### src/rtl/uart_word_transmitter.sv
// -----------------------------------------------------------------------------
// uart_word_transmitter
//
// Serialises a NUM_BYTES-wide word as back-to-back UART byte frames on one TX
// line. Each frame is: start bit (0), 8 data bits LSB first, an optional parity
// bit, and STOP_BITS stop bits (1). Byte 0 (data_to_send[7:0]) goes first.
// An internal baud counter holds every bit for CLOCK_DIVIDER clock cycles, so
// the block runs directly on the system clock.
//
// The word is latched on accept, so the source may change data_to_send while
// the word is in flight. A request while busy is ignored, not queued.
//
// Optional feature:
//   `define UART_WORD_TX_PARITY_EN  -> a PARITY bit follows bit 7 of every byte,
//                                      value ^byte ^ PARITY_ODD.
//   undefined (default)             -> no parity state, PARITY_ODD is ignored.
//
// Parameters:
//   CLOCK_DIVIDER  clock cycles per UART bit (>= 2)
//   NUM_BYTES      bytes per word (>= 1)
//   STOP_BITS      stop bits per byte frame (1 or 2)
//   PARITY_ODD     0 = even parity, 1 = odd parity (parity builds only)
//
// Ports:
//   clock                      in   system clock, all logic on posedge
//   reset                      in   synchronous, active-high
//   initiate_send_signal_uart  in   request to send data_to_send
//   data_to_send               in   word to transmit, sampled on accept
//   ready                      out  idle; a request this cycle is accepted
//   busy                       out  word in flight (always ~ready)
//   uart_tx                    out  serial line, idle high
//   is_uart_send_finished      out  1-cycle pulse in the first idle cycle after
//                                   the last stop bit of a word
// -----------------------------------------------------------------------------
module uart_word_transmitter #(
  parameter int CLOCK_DIVIDER = 64,
  parameter int NUM_BYTES     = 4,
  parameter int STOP_BITS     = 1,
  parameter bit PARITY_ODD    = 1'b0
) (
  input  logic                   clock,
  input  logic                   reset,
  input  logic                   initiate_send_signal_uart,
  input  logic [8*NUM_BYTES-1:0] data_to_send,
  output logic                   ready,
  output logic                   busy,
  output logic                   uart_tx,
  output logic                   is_uart_send_finished
);

  localparam int WORD_W = 8 * NUM_BYTES;
  localparam int BAUD_W = (CLOCK_DIVIDER > 1) ? $clog2(CLOCK_DIVIDER) : 1;
  localparam int BYTE_W = (NUM_BYTES > 1) ? $clog2(NUM_BYTES) : 1;

  localparam logic [BAUD_W-1:0] BAUD_LAST = BAUD_W'(CLOCK_DIVIDER - 1);
  localparam logic [BYTE_W-1:0] BYTE_LAST = BYTE_W'(NUM_BYTES - 1);
  localparam logic [2:0]        BIT_LAST  = 3'd7;
  // The bit counter is reused to count stop bits inside STOP.
  localparam logic [2:0]        STOP_LAST = 3'(STOP_BITS - 1);

  typedef enum logic [2:0] {
    ST_IDLE   = 3'd0,
    ST_START  = 3'd1,
    ST_DATA   = 3'd2,
    ST_STOP   = 3'd3
`ifdef UART_WORD_TX_PARITY_EN
    ,
    ST_PARITY = 3'd4
`endif
  } state_t;

  // ---------------------------------------------------------------------------
  // Helpers
  // ---------------------------------------------------------------------------

  // Parity bit for one byte; even parity unless PARITY_ODD is set.
  function automatic logic parity_bit(input logic [7:0] byte_val);
    return (^byte_val) ^ PARITY_ODD;
  endfunction

  // Pick byte idx out of the latched word (byte 0 = bits [7:0]).
  function automatic logic [7:0] select_byte(input logic [WORD_W-1:0] word_val,
                                             input logic [BYTE_W-1:0] idx);
    logic [7:0] sel;
    sel = 8'h00;
    for (int i = 0; i < NUM_BYTES; i++) begin
      if (idx == BYTE_W'(i)) begin
        sel = word_val[8*i +: 8];
      end
    end
    return sel;
  endfunction

  // ---------------------------------------------------------------------------
  // Registers and combinational next values
  // ---------------------------------------------------------------------------
  state_t              state_r;
  state_t              state_next_s;
  logic [BAUD_W-1:0]   baud_cnt_r;
  logic [BAUD_W-1:0]   baud_next_s;
  logic [2:0]          bit_cnt_r;
  logic [2:0]          bit_next_s;
  logic [BYTE_W-1:0]   byte_cnt_r;
  logic [BYTE_W-1:0]   byte_next_s;
  logic [WORD_W-1:0]   word_r;
  logic [WORD_W-1:0]   word_next_s;

  logic                tx_r;
  logic                tx_next_s;
  logic                ready_r;
  logic                busy_r;
  logic                finish_r;

  logic                accept_s;
  logic                baud_wrap_s;
  logic                last_byte_s;
  logic [7:0]          next_byte_s;

  assign accept_s    = initiate_send_signal_uart && ready_r;
  assign baud_wrap_s = (baud_cnt_r == BAUD_LAST);
  assign last_byte_s = (byte_cnt_r == BYTE_LAST);

  // FSM state register.
  always_ff @(posedge clock) begin
    if (reset) begin
      state_r <= ST_IDLE;
    end else begin
      state_r <= state_next_s;
    end
  end

  // FSM next-state logic; every non-idle state lasts whole baud periods.
  always_comb begin
    state_next_s = state_r;
    case (state_r)
      ST_IDLE: begin
        if (accept_s) begin
          state_next_s = ST_START;
        end else begin
          state_next_s = ST_IDLE;
        end
      end
      ST_START: begin
        if (baud_wrap_s) begin
          state_next_s = ST_DATA;
        end else begin
          state_next_s = ST_START;
        end
      end
      ST_DATA: begin
        if (baud_wrap_s && (bit_cnt_r == BIT_LAST)) begin
`ifdef UART_WORD_TX_PARITY_EN
          state_next_s = ST_PARITY;
`else
          state_next_s = ST_STOP;
`endif
        end else begin
          state_next_s = ST_DATA;
        end
      end
`ifdef UART_WORD_TX_PARITY_EN
      ST_PARITY: begin
        if (baud_wrap_s) begin
          state_next_s = ST_STOP;
        end else begin
          state_next_s = ST_PARITY;
        end
      end
`endif
      ST_STOP: begin
        // Last stop bit of a byte: the next start bit follows with no gap.
        if (baud_wrap_s && (bit_cnt_r == STOP_LAST)) begin
          if (last_byte_s) begin
            state_next_s = ST_IDLE;
          end else begin
            state_next_s = ST_START;
          end
        end else begin
          state_next_s = ST_STOP;
        end
      end
      default: begin
        state_next_s = ST_IDLE;
      end
    endcase
  end

  // Next values of the baud/bit/byte counters and the latched word.
  always_comb begin
    baud_next_s = baud_cnt_r;
    bit_next_s  = bit_cnt_r;
    byte_next_s = byte_cnt_r;
    word_next_s = word_r;
    if (state_r == ST_IDLE) begin
      baud_next_s = '0;
      bit_next_s  = 3'd0;
      byte_next_s = '0;
      if (accept_s) begin
        word_next_s = data_to_send;
      end else begin
        word_next_s = word_r;
      end
    end else begin
      if (baud_wrap_s) begin
        baud_next_s = '0;
      end else begin
        baud_next_s = baud_cnt_r + 1'b1;
      end
      case (state_r)
        ST_DATA: begin
          if (baud_wrap_s) begin
            if (bit_cnt_r == BIT_LAST) begin
              bit_next_s = 3'd0;
            end else begin
              bit_next_s = bit_cnt_r + 3'd1;
            end
          end else begin
            bit_next_s = bit_cnt_r;
          end
        end
        ST_STOP: begin
          if (baud_wrap_s) begin
            if (bit_cnt_r == STOP_LAST) begin
              bit_next_s = 3'd0;
              if (last_byte_s) begin
                byte_next_s = '0;
              end else begin
                byte_next_s = byte_cnt_r + 1'b1;
              end
            end else begin
              bit_next_s = bit_cnt_r + 3'd1;
            end
          end else begin
            bit_next_s = bit_cnt_r;
          end
        end
        default: begin
          // START and PARITY never use the bit counter.
          bit_next_s = 3'd0;
        end
      endcase
    end
  end

  // Counter and word registers.
  always_ff @(posedge clock) begin
    if (reset) begin
      baud_cnt_r <= '0;
      bit_cnt_r  <= 3'd0;
      byte_cnt_r <= '0;
      word_r     <= '0;
    end else begin
      baud_cnt_r <= baud_next_s;
      bit_cnt_r  <= bit_next_s;
      byte_cnt_r <= byte_next_s;
      word_r     <= word_next_s;
    end
  end

  // FSM output decode. It looks at the next state and next counters so the
  // registered line changes together with the state (start bit in the cycle
  // right after accept).
  always_comb begin
    next_byte_s = select_byte(word_next_s, byte_next_s);
    tx_next_s   = 1'b1;
    case (state_next_s)
      ST_IDLE:   tx_next_s = 1'b1;
      ST_START:  tx_next_s = 1'b0;
      ST_DATA:   tx_next_s = next_byte_s[bit_next_s];
`ifdef UART_WORD_TX_PARITY_EN
      ST_PARITY: tx_next_s = parity_bit(next_byte_s);
`endif
      ST_STOP:   tx_next_s = 1'b1;
      default:   tx_next_s = 1'b1;
    endcase
  end

  // Registered outputs; the finish pulse marks the step back into IDLE.
  always_ff @(posedge clock) begin
    if (reset) begin
      tx_r     <= 1'b1;
      ready_r  <= 1'b1;
      busy_r   <= 1'b0;
      finish_r <= 1'b0;
    end else begin
      tx_r     <= tx_next_s;
      ready_r  <= (state_next_s == ST_IDLE);
      busy_r   <= (state_next_s != ST_IDLE);
      finish_r <= (state_r != ST_IDLE) && (state_next_s == ST_IDLE);
    end
  end

  assign uart_tx               = tx_r;
  assign ready                 = ready_r;
  assign busy                  = busy_r;
  assign is_uart_send_finished = finish_r;

endmodule

### config.mk
export PLATFORM = sky130hd
export DESIGN_NAME = uart_word_transmitter
export DESIGN_NICKNAME = d
export VERILOG_FILES = /design/src/rtl/uart_word_transmitter.sv
export SDC_FILE = /design/constraint.sdc
export NUM_CORES = 1
export LEC_CHECK = 0
export ABC_AREA = 0
export BUFFER_PORTS_ARGS = -buffer_cell sky130_fd_sc_hd__buf_2
export CORE_ASPECT_RATIO = 0.5
export CORE_MARGIN = 3
export CORE_UTILIZATION = 25
export CTS_BUF_LIST = sky130_fd_sc_hd__clkbuf_4
export CTS_CLUSTER_DIAMETER = 30
export DETAILED_ROUTE_END_ITERATION = 8
export SLEW_MARGIN = 20
export SYNTH_ARGS = -nofsm -noshare
export SYNTH_HDL_FRONTEND = slang
export SYNTH_SLANG_ARGS = --single-unit
export TNS_END_PERCENT = 1
### constraint.sdc
create_clock -name clock -period 3.1 [get_ports clock]
set_input_delay 0.62 -clock clock [delete_from_list [all_inputs] [get_ports clock]]
set_output_delay 0.62 -clock clock [all_outputs]
set_load 0.005 [all_outputs]
Word-level counts from Yosys, hierarchy flattened
Cells that the tools add are included.
Storage, ports and cells
  bits in writable memories: 0
  ROM bits: 0
  latch bits: 0
  output and inout bits: 4
  memories: 0
  register bits after elaboration: 50
  word-level logic and storage cells: 61
Operators by class
  shift-type cells: 0
  magnitude comparators: 1
  add/subtract/negate cells: 3
  eq/ne operators: 11
  muxes and demuxes: 26
  multipliers: 0
  divide/modulo/power cells: 0
  reduce and logical (&&, ||, !) cells: 11
  bitwise gates (word level): 0
Operators by type and width (count)
  32-bit 2-to-1 mux: 2
  8-bit 2-to-1 mux: 4
  3-bit 2-to-1 mux: 6
  2-bit 2-to-1 mux: 6
  3-bit one-hot mux with 4 select lines: 1
  3-bit by 2-bit equality test with 1-bit output, second input constant: 3
  3-bit logical NOT: 3
  6-bit by 1-bit adder with 6-bit output, second input constant: 1
  2-bit equality test, second input constant: 3
  3-bit by 1-bit equality test with 1-bit output, second input constant: 2
  6-bit equality test, second input constant: 1
  3-bit one-hot mux with 2 select lines: 1
  3-bit nonzero test: 2
  1-bit logical AND: 4
  3-bit by 4-bit less-than comparator with 1-bit output, second input constant: 1
  1-bit 2-to-1 mux: 4
  3-bit by 1-bit adder with 3-bit output, second input constant: 1
  1-bit binary-select mux with 3-bit select: 1
  3-bit equality test, second input constant: 1
  3-bit OR reduction: 1
  2-bit by 1-bit adder with 2-bit output, second input constant: 1
  2-bit by 1-bit equality test with 1-bit output, second input constant: 1
  2-bit logical NOT: 1
  1-bit one-hot mux with 2 select lines: 1

Longest topological paths before layout
  depth after elaboration: 14
  gate-level depth with buffers: 11
  depth with buffers taken out: 10

Least setup slack after synthesis
OpenSTA, ideal clock, no wires.
  path kind: flip-flop to flip-flop
  start: register bit_cnt_r[0]
  end: register tx_r (netlist: uart_tx)
  setup time: 0.130 ns
  arrival time: 2.289 ns
  cell stages (with the launch flop): 12
  slack: 0.682 ns
  required time: 2.970 ns
  period minus slack after synthesis: 2.418 ns
  path through: dfxtp_1 > inv_1 > ha_1 > nor2b_1 > a2111oi_0 > mux2i_1 > buf_2 > a211o_1 > o211ai_1 > o211ai_1 > a221oi_2 > a311oi_1
Between the ends
  cells in the longest elaborated chain, start to end: 13
  elaborated cells between the ends (all ways): 31
  those cells by class: add/sub: 1; eq/ne: 6; mux: 20; reduce/logical: 4
Ends and longest elaborated chain
  start: declaration: line 101  | logic [2:0] bit_cnt_r;
  start signal: assignment: line 254  | bit_cnt_r <= bit_next_s;
  3-bit logical NOT: line 172, 223
  2-bit 2-to-1 mux: line 223  | if (bit_cnt_r == STOP_LAST) begin
  2-bit 2-to-1 mux: line 222  | if (baud_wrap_s) begin
  2-bit 2-to-1 mux: line 209  | case (state_r)
  2-bit 2-to-1 mux: line 194  | if (state_r == ST_IDLE) begin
  2-bit logical NOT: line 87  | if (idx == BYTE_W'(i)) begin
  8-bit 2-to-1 mux (4 in a row): line 87
  1-bit binary-select mux with 3-bit select: line 269  | ST_DATA: tx_next_s = next_byte_s[bit_next_s];
  1-bit 2-to-1 mux (not written as such): line 269
  1-bit one-hot mux with 2 select lines (*): line 266  | case (state_next_s)
  end signal: assignment: line 286  | tx_r <= tx_next_s;
  end: declaration: line 108  | logic tx_r;
Mark *: on every way between the ends. The rest lies on a longest branch, timed or not. The select of a mux whose other input is x is not followed.
A chain may end at the register's enable or synchronous reset.

Worst setup path after layout
Ends and elaborated chain as after synthesis.

==> summary.md <==
| Metric | Value |
|---|---|
| HPWL after DPL | `around 4100 um` |
| Layout Nets | `about 370` |
| M1 WL | `roughly 2800 um` |
| Slowest CP cell | `a2111oi_1` |
| Family with the most delay on the worst path | `compound AO/OA/AOI/OAI gates` |
| Ant. Diodes | `0` |
| Syn nets | `332` |
| Main flop type after synthesis | `dfxtp_1` |
| DRC viols | `0` |
| CORE AREA | `roughly 8900 um2` |
| # hold bufs at CTS | `0` |
| Internal power | `roughly 820 uW` |
| Grt ovf | `0` |
| Worst setup path category | `reg -> reg` |
| Vias in the first global route | `~1.9k` |
| Switching Share | `between 20% and 30%` |
| Area after DPL | `about 2700 um2` |
| Die area | `between 10000 and 15000 um2` |
| Fin worst setup slack | `between 0.2 and 0.3 ns` |
| Status | `finished, final reports clean` |
| Crit start category | `flip-flop` |
| Top sig layer | `met4` |
| Routed WL | `around 5600 um` |
| Max-slew violation count | `0` |
| Synth Cell Area | `approximately 2400 um2` |
| Cell leakage power | `1.21 nW` |
| Worst slew margin | `between 50% and 60%` |
| Worst path cell trace | `inv_1, ha_1, nor2b_1, a2111oi_1, mux2i_2, o21ai_0, a211oi_1, or4_4, a221oi_2, a311oi_1` |
| Vias | `about 2.1k` |
| Worst min-delay path category | `in -> reg` |
| Syn. warnings | `0` |
| I/O pin total | `39` |
| Total power draw | `approximately 1.2 mW` |
| FP Rows | `24` |
| Largest net degree at the start of global routing | `45` |
| WL per Instance | `roughly 13 um` |
| Synth unique cells | `42` |
| Via density | `roughly 4.6` |
| Final setup violation count | `0` |
| Layout area overhead | `15.7%` |
| CTS tree | `yes` |
| Post-route cell area | `about 2700 um2` |
| Pre-Repair DR Iteration Count | `4` |
| Crit. End Element | `flip-flop` |
| Iter 0 DRT Violations | `around 130` |
| RSZ-0062 raised after global routing | `no` |
| Clock sink count | `49` |
| Seq/Total Area, Yosys | `a little over two fifths` |
| Highest clock rate | `355 MHz` |
| Reg power frac | `59.7%` |
| Slew @ Worst Pin | `0.686 ns` |
| Flop and latch count out of synthesis | `49` |
| Clock Tree Root | `clkbuf_4` |
| Gate Count Post-Synth | `slightly below 300` |
| Crit-path max FO | `11` |
| Buf/Inv on CP | `1` |
| Period utilization | `approximately nine tenths` |
| Post-CTS Setup Inserts | `0` |
| Clock transition at path regs | `around 0.15 ns` |
| Met2 WL post-DR | `about 2500 um` |
| First-pass GRT wire length | `a little over 9000 um` |
| Synth async-reset ratio | `0%` |
| Delay of the slowest critical-path stage | `0.56 ns` |
| Hold_ws | `0.452 ns` |
| Initial core utilization | `about a quarter` |
| Antenna-violating nets left | `0` |
| Die X | `about 140 um` |
| Layout cells sized above 1 | `between 10% and 20%` |
| Clock Latency Late Sink | `0.37 ns` |
| WL met3 | `188 um` |
| Fin crit period | `between 2 and 3 ns` |
| Initial antenna violation count | `0` |
| Fin. Hold Viols | `0` |
| CTS H-tree depth | `2` |
| Max-Cap Viols | `0` |
| GPL Wtd Cong | `roughly 0.8` |
| Pwr/cell area | `423 nW/um2` |
| Pre-CTS WS | `roughly 0.21 ns` |
| P_sw | `approximately 330 uW` |
| Setup TNS | `0 ns` |
| Clk_skew | `0.00983 ns` |
| Clock Power Share | `between 20% and 30%` |
| Comb pwr share | `~14%` |
| Chip Height | `74.6 um` |
| Worst EP required | `roughly 3.4 ns` |
| WP data arrival | `3.09 ns` |
| Syn_area_per_cell | `around 8 um2` |
| Clock Path Buffers | `2` |
| Post-synth EDFFs | `0` |
| Total track usage | `between 10% and 20%` |
| Peak supply drop | `between 0.1 and 0.15 mV` |
| IO buf count | `38` |
| CTS buffer count | `5` |
==> layout make-up <==
| type | count | area [um2] |
|---|---|---|
| fill | 946 | 6200 |
| multi-input combinational | 219 | 1280 |
| sequential | 49 | 981 |
| timing repair buffer | 45 | 243 |
| tap | 117 | 146 |
| clock buffer | 5 | 37.5 |
| inverter | 5 | 18.8 |
| clock inverter | 3 | 17.5 |
==> power groups by stage <==
stage	logic [mW]	clock network, mW	registers (mW)
after floorplan	0.108	0	0.694
after global placement	0.166	0	0.701
after detailed placement	0.168	0	0.701
after CTS	0.169	0.309	0.688
after global routing	0.189	0.329	0.691
final	0.167	0.298	0.687
==> synthesized netlist by cell type, drive strengths merged (3+ instances only) <==
| cell type | number | area (um2) |
|---|---|---|
| o211ai | 3 | 22.5 |
| nor2 | 23 | 86.3 |
| nand2 | 70 | 270 |
| dfxtp | 49 | 981 |
| ha | 5 | 62.6 |
| mux2 | 5 | 56.3 |
| and3 | 3 | 18.8 |
| a21oi | 42 | 210 |
| a311oi | 4 | 35.0 |
| nand3 | 7 | 35.0 |
| nor3 | 5 | 25.0 |
| o21ai | 9 | 45.0 |
| mux2i | 13 | 130 |
| clkbuf | 11 | 41.3 |
| inv | 5 | 18.8 |
| buf | 8 | 38.8 |
==> cell families after synthesis <==
group	share of synthesized area, %
flip-flops	41.7
multiplexers	7.93
XOR/XNOR	1.49
AND/OR/NAND/NOR	22.7
buffers and inverters	4.20
AO/OA/AOI/OAI	19.3
adder cells (fa/ha/maj)	2.66
==> state kept, by name (all words and copies together) (netlist names) <==
name,count
state_r,2
baud_cnt_r,6
word_r,32
byte_cnt_r,2
is_uart_send_finished,1
bit_cnt_r,3
busy,1
ready,1
uart_tx,1
==> timing repair <==
action                                  CTS  global route
gates resized for setup                   0             2
endpoints found under the setup margin    0             1
hold endpoints to repair                  0             0
==> worst reg2reg max path, stage by stage, from the launching register on <==
cell	delay, ns
dfxtp_1	0.38
inv_1	0.07
ha_1	0.25
nor2b_1	0.17
a2111oi_1	0.56
mux2i_2	0.32
o21ai_0	0.16
a211oi_1	0.08
or4_4	0.44
a221oi_2	0.22
a311oi_1	0.07
==> layer usage <==
metal	vias up	GRT usage (%)
met3	5	2.83
met4	0	3.16
li1	1077	-
met2	25	18.0
met5	-	0
met1	950	13.7
==> metrics by stage <==
step / util (%) / cells
2_1_floorplan: - / 292
3_3_place_gp: 29.8 / 435
3_5_place_dp: 29.8 / 435
4_1_cts: 30.5 / 443
5_1_grt: 30.5 / 443
6_report: 30.5 / 443
==> placed cells by master, fill, tap and decap left out, drive strengths merged, types with 3 or more instances in the layout <==
cell,instances
a311oi,4
dfxtp,49
inv,5
nand3,7
mux2,5
o211ai,3
ha,5
a21oi,42
and3,3
nor2,23
nor3,5
buf,45
nand2,70
clkbuf,5
o21ai,9
mux2i,13
==> final timing paths <==
kind | startpoint | end | slack (ns) | depth (start not counted)
setup / recovery | bit_cnt_r[0] | uart_tx | 0.28 | 10
hold / removal | reset | state_r[1] | 0.45 | 2
setup reg to reg | bit_cnt_r[0] | uart_tx | 0.28 | 10
hold reg to reg | baud_cnt_r[0] | baud_cnt_r[0] | 0.46 | 1
No activity file was read; power rests on OpenSTA's default activity.
